`src/rtl/fifo_read_stream_if.sv`:
```
// ============================================================================
// Module      : fifo_read_stream_if
// Description : Bundles the FIFO read side and the output stream of
//               fifo_read_stream.
//               master : the stream block (drives rd_en, out_*, busy, xfer_cnt)
//               slave  : the environment (drives en, empty, read_data,
//                        out_ready)
// Signals     : en, empty, read_data, rd_en, out_valid, out_ready, out_data,
//               busy, xfer_cnt
// Revision    : 1.0 - initial release
// ============================================================================
`default_nettype none

interface fifo_read_stream_if #(
   parameter int DATA_WIDTH = 8,
   parameter int CNT_WIDTH  = 16
);
   logic                  en;
   logic                  empty;
   logic [DATA_WIDTH-1:0] read_data;
   logic                  rd_en;
   logic                  out_valid;
   logic                  out_ready;
   logic [DATA_WIDTH-1:0] out_data;
   logic                  busy;
   logic [CNT_WIDTH-1:0]  xfer_cnt;

   modport master (
      input  en, empty, read_data, out_ready,
      output rd_en, out_valid, out_data, busy, xfer_cnt
   );

   modport slave (
      output en, empty, read_data, out_ready,
      input  rd_en, out_valid, out_data, busy, xfer_cnt
   );
endinterface

`default_nettype wire

```
`src/rtl/fifo_read_stream.sv`:
```
// ============================================================================
// Module      : fifo_read_stream
// Description : Pulls words from a FIFO read port that has one cycle of read
//               latency. The words go out on a valid/ready stream through a
//               2-entry in-order skid buffer. rd_en is only issued when the
//               buffered word, plus the word in flight, minus the word being
//               popped this cycle, leaves a free slot. The buffer can
//               therefore never overflow.
// Ports       : rd_clk - clock, all state on rising edge
//               rst_n  - asynchronous active-low reset
//               bus    - fifo_read_stream_if.master
//                        (en/empty/read_data/rd_en on the FIFO side,
//                        out_valid/out_ready/out_data on the stream side,
//                        busy, xfer_cnt)
// Options     : FIFO_RD_STATS_EN - when defined, xfer_cnt counts accepted
//               words and saturates at all-ones. When undefined, xfer_cnt is
//               tied to zero.
// Revision    : 1.0 - initial release
// ============================================================================
`default_nettype none

module fifo_read_stream #(
   parameter int DATA_WIDTH = 8,
   parameter int CNT_WIDTH  = 16
) (
   input  wire logic           rd_clk,
   input  wire logic           rst_n,
   fifo_read_stream_if.master  bus
);

   typedef enum logic [1:0] {
      ST_IDLE  = 2'd0,
      ST_RUN   = 2'd1,
      ST_DRAIN = 2'd2
   } state_t;

   state_t                r_state;
   state_t                w_state_nxt;

   logic [1:0]            r_occ;        // buffered words, 0..2
   logic                  r_infl;       // rd_en was issued last cycle
   logic [DATA_WIDTH-1:0] r_buf0;       // head, drives out_data directly
   logic [DATA_WIDTH-1:0] r_buf1;

   logic                  w_pop;
   logic                  w_push;
   logic                  w_rd_en;
   logic [2:0]            w_level;
   logic [1:0]            w_occ_nxt;
   logic [DATA_WIDTH-1:0] w_buf0_nxt;
   logic [DATA_WIDTH-1:0] w_buf1_nxt;

   assign w_pop  = (r_occ != 2'd0) & bus.out_ready;
   assign w_push = r_infl;

   // Occupancy after this edge if nothing new is requested. A pop implies
   // occ >= 1, so the subtraction cannot wrap.
   assign w_level = {1'b0, r_occ} + {2'b00, r_infl} - {2'b00, w_pop};

   assign w_rd_en = (r_state == ST_RUN) & ~bus.empty & (w_level < 3'd2);

   // ------------------------------------------------------------------
   // Next-state logic
   // ------------------------------------------------------------------
   always_comb begin
      w_state_nxt = r_state;
      case (r_state)
         ST_IDLE: begin
            if (bus.en) w_state_nxt = ST_RUN;
         end
         ST_RUN: begin
            if (!bus.en) w_state_nxt = ST_DRAIN;
         end
         ST_DRAIN: begin
            // A renewed run request takes priority over finishing the drain
            if (bus.en)
               w_state_nxt = ST_RUN;
            else if (!r_infl && (r_occ == 2'd0))
               w_state_nxt = ST_IDLE;
         end
         default: w_state_nxt = ST_IDLE;
      endcase
   end

   // ------------------------------------------------------------------
   // Skid buffer update. The in-flight word always lands at the tail.
   // A pop shifts entry 1 into the head.
   // ------------------------------------------------------------------
   always_comb begin
      w_occ_nxt  = r_occ;
      w_buf0_nxt = r_buf0;
      w_buf1_nxt = r_buf1;
      case ({w_push, w_pop})
         2'b01: begin
            w_buf0_nxt = r_buf1;
            w_occ_nxt  = r_occ - 2'd1;
         end
         2'b10: begin
            if (r_occ == 2'd0)
               w_buf0_nxt = bus.read_data;
            else
               w_buf1_nxt = bus.read_data;
            w_occ_nxt = r_occ + 2'd1;
         end
         2'b11: begin
            // Occupancy is unchanged. The new word goes behind whatever
            // word is still buffered.
            if (r_occ == 2'd1) begin
               w_buf0_nxt = bus.read_data;
            end else begin
               w_buf0_nxt = r_buf1;
               w_buf1_nxt = bus.read_data;
            end
         end
         default: ;
      endcase
   end

   always_ff @(posedge rd_clk or negedge rst_n) begin
      if (!rst_n) begin
         r_state <= ST_IDLE;
         r_occ   <= 2'd0;
         r_infl  <= 1'b0;
         r_buf0  <= '0;
         r_buf1  <= '0;
      end else begin
         r_state <= w_state_nxt;
         r_occ   <= w_occ_nxt;
         r_infl  <= w_rd_en;
         r_buf0  <= w_buf0_nxt;
         r_buf1  <= w_buf1_nxt;
      end
   end

   assign bus.rd_en     = w_rd_en;
   assign bus.out_valid = (r_occ != 2'd0);
   assign bus.out_data  = r_buf0;
   assign bus.busy      = (r_state != ST_IDLE);

   // ------------------------------------------------------------------
   // Accepted-word counter
   // ------------------------------------------------------------------
`ifdef FIFO_RD_STATS_EN
   localparam logic [CNT_WIDTH-1:0] c_CNT_ONE = {{(CNT_WIDTH-1){1'b0}}, 1'b1};

   logic [CNT_WIDTH-1:0] r_xfer_cnt;

   always_ff @(posedge rd_clk or negedge rst_n) begin
      if (!rst_n)
         r_xfer_cnt <= '0;
      else if (w_pop && (r_xfer_cnt != {CNT_WIDTH{1'b1}}))
         r_xfer_cnt <= r_xfer_cnt + c_CNT_ONE;
   end

   assign bus.xfer_cnt = r_xfer_cnt;
`else
   assign bus.xfer_cnt = '0;
`endif

endmodule

`default_nettype wire

```
`src/flat_wrapper.sv`:
```
// flat-port wrapper written by rule: the top's interface ports become plain ports
module fifo_read_stream_flat 
#(
   parameter int DATA_WIDTH = 8,
   parameter int CNT_WIDTH  = 16
)
  (rd_clk, rst_n, bus_en, bus_empty, bus_read_data, bus_out_ready, bus_rd_en, bus_out_valid, bus_out_data, bus_busy, bus_xfer_cnt);
  fifo_read_stream_if #(.DATA_WIDTH(DATA_WIDTH), .CNT_WIDTH(CNT_WIDTH)) bus_i ();
  input  wire logic rd_clk;
  input  wire logic rst_n;
  input wire logic [$bits(bus_i.en)-1:0] bus_en;
  input wire logic [$bits(bus_i.empty)-1:0] bus_empty;
  input wire logic [$bits(bus_i.read_data)-1:0] bus_read_data;
  input wire logic [$bits(bus_i.out_ready)-1:0] bus_out_ready;
  output wire logic [$bits(bus_i.rd_en)-1:0] bus_rd_en;
  output wire logic [$bits(bus_i.out_valid)-1:0] bus_out_valid;
  output wire logic [$bits(bus_i.out_data)-1:0] bus_out_data;
  output wire logic [$bits(bus_i.busy)-1:0] bus_busy;
  output wire logic [$bits(bus_i.xfer_cnt)-1:0] bus_xfer_cnt;
  assign bus_i.en = bus_en;
  assign bus_i.empty = bus_empty;
  assign bus_i.read_data = bus_read_data;
  assign bus_i.out_ready = bus_out_ready;
  assign bus_rd_en = bus_i.rd_en;
  assign bus_out_valid = bus_i.out_valid;
  assign bus_out_data = bus_i.out_data;
  assign bus_busy = bus_i.busy;
  assign bus_xfer_cnt = bus_i.xfer_cnt;
  fifo_read_stream #(.DATA_WIDTH(DATA_WIDTH), .CNT_WIDTH(CNT_WIDTH)) u_core (.rd_clk(rd_clk), .rst_n(rst_n), .bus(bus_i));
endmodule
```
`config.mk`:
```
export PLATFORM = sky130hd
export DESIGN_NAME = fifo_read_stream_flat
export DESIGN_NICKNAME = d
export VERILOG_FILES = /design/src/rtl/fifo_read_stream_if.sv /design/src/rtl/fifo_read_stream.sv /design/src/flat_wrapper.sv
export SDC_FILE = /design/constraint.sdc
export NUM_CORES = 1
export LEC_CHECK = 0
export BUFFER_PORTS_ARGS = -buffer_cell sky130_fd_sc_hd__clkbuf_2
export CORE_ASPECT_RATIO = 0.9
export CORE_MARGIN = 5
export CORE_UTILIZATION = 28
export DETAILED_ROUTE_END_ITERATION = 10
export PLACE_DENSITY_LB_ADDON = 0.1
export SYNTH_ARGS = -nofsm -noshare
export SYNTH_HDL_FRONTEND = slang
export SYNTH_SLANG_ARGS = --single-unit
```
`constraint.sdc`:
```
create_clock -name rd_clk -period 3.5 [get_ports rd_clk]
set_input_delay 0.35 -clock rd_clk [delete_from_list [all_inputs] [get_ports rd_clk]]
set_output_delay 0.35 -clock rd_clk [all_outputs]
set_load 0.03 [all_outputs]
```
**Word level (Yosys, flattened, before mapping)**

Cells that the tools add are included.

- Flip-flop bits (word level): 21
- Output and inout bits: 27
- Logic and storage cells: 50
- Input port bits: 13

- Multiplexer cells: 12
- Reduce and logical (&&, ||, !) cells: 12
- Equality and inequality tests: 12
- Magnitude comparators: 1
- $add $sub $neg: 4
- Bitwise gates (word level): 4

Operators with widths:

| kind | count |
|---|---|
| 2-to-1 mux 8 bit | 4 |
| case mux 8 bit (3 select lines) | 1 |
| case mux 8 bit (2 select lines) | 1 |
| 2-to-1 mux 2 bit | 4 |
| inequality test 2 bit (second input constant) | 4 |
| nonzero test 2 bit | 4 |
| equality test 2 x 1 -> 1 bit (second input constant) | 3 |
| equality test 2 bit (second input constant) | 3 |
| case mux 2 bit (3 select lines) | 1 |
| AND reduction 3 bit | 2 |
| zero test 2 bit | 2 |
| case mux 2 bit (2 select lines) | 1 |
| adder 2 x 1 -> 3 bit | 1 |
| bitwise AND 1 bit | 3 |
| less-than comparator 3 x 2 -> 1 bit (second input constant) | 1 |
| inequality test 3 x 2 -> 1 bit (second input constant) | 1 |
| nonzero test 3 bit | 1 |
| subtractor 3 x 1 -> 3 bit | 1 |
| adder 2 x 1 -> 2 bit (second input constant) | 1 |
| inequality test 2 x 1 -> 1 bit (second input constant) | 1 |
| AND reduction 2 bit | 1 |
| subtractor 2 x 1 -> 2 bit (second input constant) | 1 |
| logical AND 1 bit | 1 |
| zero test 1 bit | 1 |
| inverter 1 bit | 1 |

**Logic depth before layout (Yosys ltp)**

- Word-level depth: 5
- Gate-level depth with buffers: 8

**Worst setup path after synthesis**

No wires, ideal clock.

- Path type: reg2out
- Start: register u_core.r_occ[1]
- End: output port bus_rd_en
- Cell stages (with the launch flop): 9
- Slack: 299 ps
- Data arrival time: 2851 ps
- Required time: 3150 ps
- Path through: dfrtp_1 inv_1 ha_1 inv_1 a21oi_1 o21ai_0 fa_1 xor2_1 nor4b_1

- Word-level cells in the longest chain between the ends: 5
- Elaborated cells between the ends (all ways): 6
- Those cells by class: 2 x add/sub; 1 x order compare; 2 x bitwise; 1 x reduce/logical

RTL lines:

| item | line | RTL |
|---|---|---|
| from (decl) | fifo_read_stream.sv:40 | `logic [1:0] r_occ;` |
| from (signal assigned) | fifo_read_stream.sv:128 | `r_occ <= w_occ_nxt;` |
| nonzero test 2 bit | -- |  |
| named net bus_out_valid | flat_wrapper.sv:16 | `output wire logic [$bits(bus_i.out_valid)-1:0] bus_out_valid;` |
| bitwise AND 1 bit | fifo_read_stream.sv:53 | `assign w_pop = (r_occ != 2'd0) & bus.out_ready;` |
| subtractor 3 x 1 -> 3 bit | fifo_read_stream.sv:58 | `assign w_level = {1'b0, r_occ} + {2'b00, r_infl} - {2'b00, w_pop};` |
| less-than comparator 3 x 2 -> 1 bit | fifo_read_stream.sv:60 | `assign w_rd_en = (r_state == ST_RUN) & ~bus.empty & (w_level < 3'd2);` |
| bitwise AND 1 bit | fifo_read_stream.sv:60 |  |
| to (decl) | flat_wrapper.sv:15 | `output wire logic [$bits(bus_i.rd_en)-1:0] bus_rd_en;` |

The timed path passes the listed nets, and every way through them passes these cells.

**Final worst setup path**

- Start: register u_core.r_occ[1]
- End: output port bus_rd_en

- Word-level cells in the longest chain between the ends: 5
- Elaborated cells between the ends (all ways): 6
- Those cells by class: 2 x add/sub; 1 x order compare; 2 x bitwise; 1 x reduce/logical

RTL lines:

| item | line |
|---|---|
| parallel branches: the longest is 2 deep, another holds adder 2 x 1 -> 3 bit | -- |
| subtractor 3 x 1 -> 3 bit * | fifo_read_stream.sv:58 |
| less-than comparator 3 x 2 -> 1 bit * | fifo_read_stream.sv:60 |
| bitwise AND 1 bit * | fifo_read_stream.sv:60 |

Every way passes the cells marked *.

==> flow_summary.toml <==
[critical_path]
crit_path_max_incr_delay_ps = 420
critical_path_buf_inv_count = 2
regToRegSetupSlack_ps = 1040
r2r-start = "u_core.r_occ[1]$_DFFE_PN0P_"
arrival_ps = 2710
path_delay_family = "simple AND/OR/NAND/NOR gates"
critPathKind = "reg -> out"
required_ps = 3150
crit_path_cell_trace = "inv_1 > ha_1 > nand2b_1 > nor2_1 > o21ai_0 > fa_1 > xor2_1 > nor4b_1 > clkbuf_2"
crit_path_max_fanout = 5
ff2ff_path_depth = 8
r2r_end = "u_core.r_buf1[3]$_DFFE_PN0P_"
endpoint_kind = "output pin"
setup.worst_path.start_class = "flip-flop"
slowest_stage = "dfrtp_1"

[pwr]
irDropWorstVdd_uv = 334
power_density_nw_per_um2 = 894
leakagePower_nw = 0.655

[global_route]
antenna_found_initial = 0
overflow = 0
grt_max_degree = 22
grt_usage_pct = 9.33
grt_pass1_vias = 828
grt_pass1_wl_um = 4110

[final_layout]
antenna_cells = 0
fin_area_um2 = 1420
area_delta_synth_final_pct = 13.3
final_common_cell = "clkbuf_2"
final_cell_mix = "clkbuf_2, dfrtp_1, conb_1"
num-nets-final = 159
drive_gt1_share_pct = 28.4

[status]
outcome = "complete, no violations"

[timing]
max_freq_mhz = 327
setup_viol = 0
skew_ps = 5.26
rsz0062_at_grt = "no"
worstMarginPinSlew_ps = 651
hold_viol_final = 0
min_period_ps = 3060
relSlewSlack_pct = 56.5
post-route-period-util_pct = 87.4
setup_tns_ps = 0
maxSlewViolCount = 0

[floorplan]
die_h_um = 73.5
top_level_ports = 40
dieWidth_um = 80.5
fp.dieArea_um2 = 5910
core.rowCount = 23
initial_utilization_pct = 28.4
coreArea_um2 = 4400

[clock_network]
htree_levels = 1
cts.hold.buffers_added = 0
clock_sinks = 21
clockRootBuffer = "clkbuf_8"
clk_latency_ps = 270
cts_tree = "built"
clk_pin_slew_ps = 90
clockBufferDepth = 2
cts_resized = 0
post_cts_buffers = 0
numCtsBuffers = 3

[logic_synthesis]
synth_cells = 118
synth_area_leader_cell = "dfrtp_1"
yosys_warnings = 0
avgSynthCellArea_um2 = 10.6
ys_seq_elements = 21
synth_top_area_share_pct = 42.0
netlist_area_um2 = 1250
synth_area_leaders = "dfrtp_1, buf_4, mux2_2, mux2i_1, a2bb2oi_1"
synth-seq-area-share_pct = 42.0
synth_cell_types = 27

[routing]
drcViolationCount = 0
vias = 883
first_pass_iters = 4
antenna_left = 0
wire_per_inst_um = 13.1
wl_um = 2660
drt-initial-drc-count = 42
via_per_inst = 4.35

[hold_path]
min_path_type = "in -> async"

[placement]
gp_congestion = 0.678
dpl_cell_area_um2 = 1370
dpl.hpwl_um = 1880
portBuffers = 23

[job]
maxCapViolCount = 0
## synth_stat cells
| cell | instances |
|---|---|
| nor2_1 | 9 |
| nand3b_1 | 1 |
| a21oi_1 | 2 |
| nand2_1 | 1 |
| dfrtp_1 | 21 |
| fa_1 | 1 |
| nor4b_1 | 1 |
| a31oi_1 | 8 |
| xor2_1 | 2 |
| o211ai_1 | 1 |
| mux2_2 | 9 |
| mux2i_1 | 8 |
| ha_1 | 3 |
| buf_4 | 16 |
| o21ai_0 | 2 |
| nand2b_1 | 2 |
| xnor2_1 | 1 |
| nand3_1 | 8 |
| or2_2 | 1 |
| a2bb2oi_1 | 8 |
| inv_1 | 5 |
| conb_1 | 1 |
| clkbuf_1 | 3 |
| a21oi_2 | 1 |
| a311oi_4 | 1 |
| buf_2 | 1 |
| a21boi_0 | 1 |
## worst reg2reg max path, stage by stage (launching register included)
cell	delay (ps)
dfrtp_1	430
inv_1	100
ha_1	280
nand2b_1	170
ha_1	140
buf_4	190
a21oi_2	60
a311oi_4	580
mux2_2	400
## routing by layer
layer  track usage (%)  wire length (um)  up-vias
li1                  -                 -      436
met1              12.2              1260      417
met4              2.81                25        0
met5                 0                 0        -
met2              15.5              1230       26
met3              1.84               141        4
## cell type report
type	count	area [um^2]
multi-input cells	87	628
well taps	62	77.6
clock buffers	3	41.3
clock inverters	1	5.00
inverters	5	18.8
repair buffers	24	123
fillers	468	2980
flip-flops and latches	21	526
## state kept, by name, summed over array words and instances (netlist names)
signal and cells:
u_core.r_buf1 8, u_core.r_occ 2, u_core.r_state 2, u_core.r_infl 1
u_core.bus.out_data 8
## cells by family (layout without fill, tap and decap cells)
family | count (synthesis) | count (layout) | share of synthesized area (%)
flops | 21 | 21 | 42.0
compound gates | 24 | 24 | 15.2
other cells | 1 | 16 | 0.299
mux | 17 | 17 | 14.5
xor+xnor | 3 | 3 | 2.10
simple gates | 23 | 23 | 8.99
fa+ha+maj | 4 | 4 | 4.60
buf+inv | 25 | 33 | 12.4
## power breakdown
part,leakage (nW),total [mW],internal [mW],switching [mW]
Sequential,0.253,0.435,0.356,0.0794
Combinational,0.376,0.665,0.277,0.388
Clock,0.0255,0.169,0.0795,0.0893
Total,0.655,1.27,0.712,0.557
## through the flow
step | util [%] | hold slack [ps] | instances | power (mW) | worst slack, ps
global route | 32.2 | 107 | 203 | 1.37 | 276
finish | 32.2 | 56.3 | 203 | 1.27 | 442
detailed placement | 31.2 | 376 | 199 | 1.11 | 729
floorplan | - | 54.4 | 133 | 0.971 | 299
CTS | 32.2 | 82.7 | 203 | 1.28 | 420
global placement | 31.2 | 375 | 199 | 1.10 | 780
## worst max-delay path by stage
stage | from | end | slack [ps] | cells past startpoint
finish | u_core.r_occ[1]$_DFFE_PN0P_ | bus_rd_en | 440 | 9
global route | u_core.r_occ[1]$_DFFE_PN0P_ | bus_rd_en | 280 | 9
CTS | u_core.r_occ[1]$_DFFE_PN0P_ | bus_rd_en | 420 | 9
detailed placement | u_core.r_occ[1]$_DFFE_PN0P_ | bus_rd_en | 730 | 9
global placement | u_core.r_occ[1]$_DFFE_PN0P_ | bus_rd_en | 780 | 9
floorplan | u_core.r_occ[1]$_DFFE_PN0P_ | bus_rd_en | 300 | 8
(Power assumes the default switching activity.)
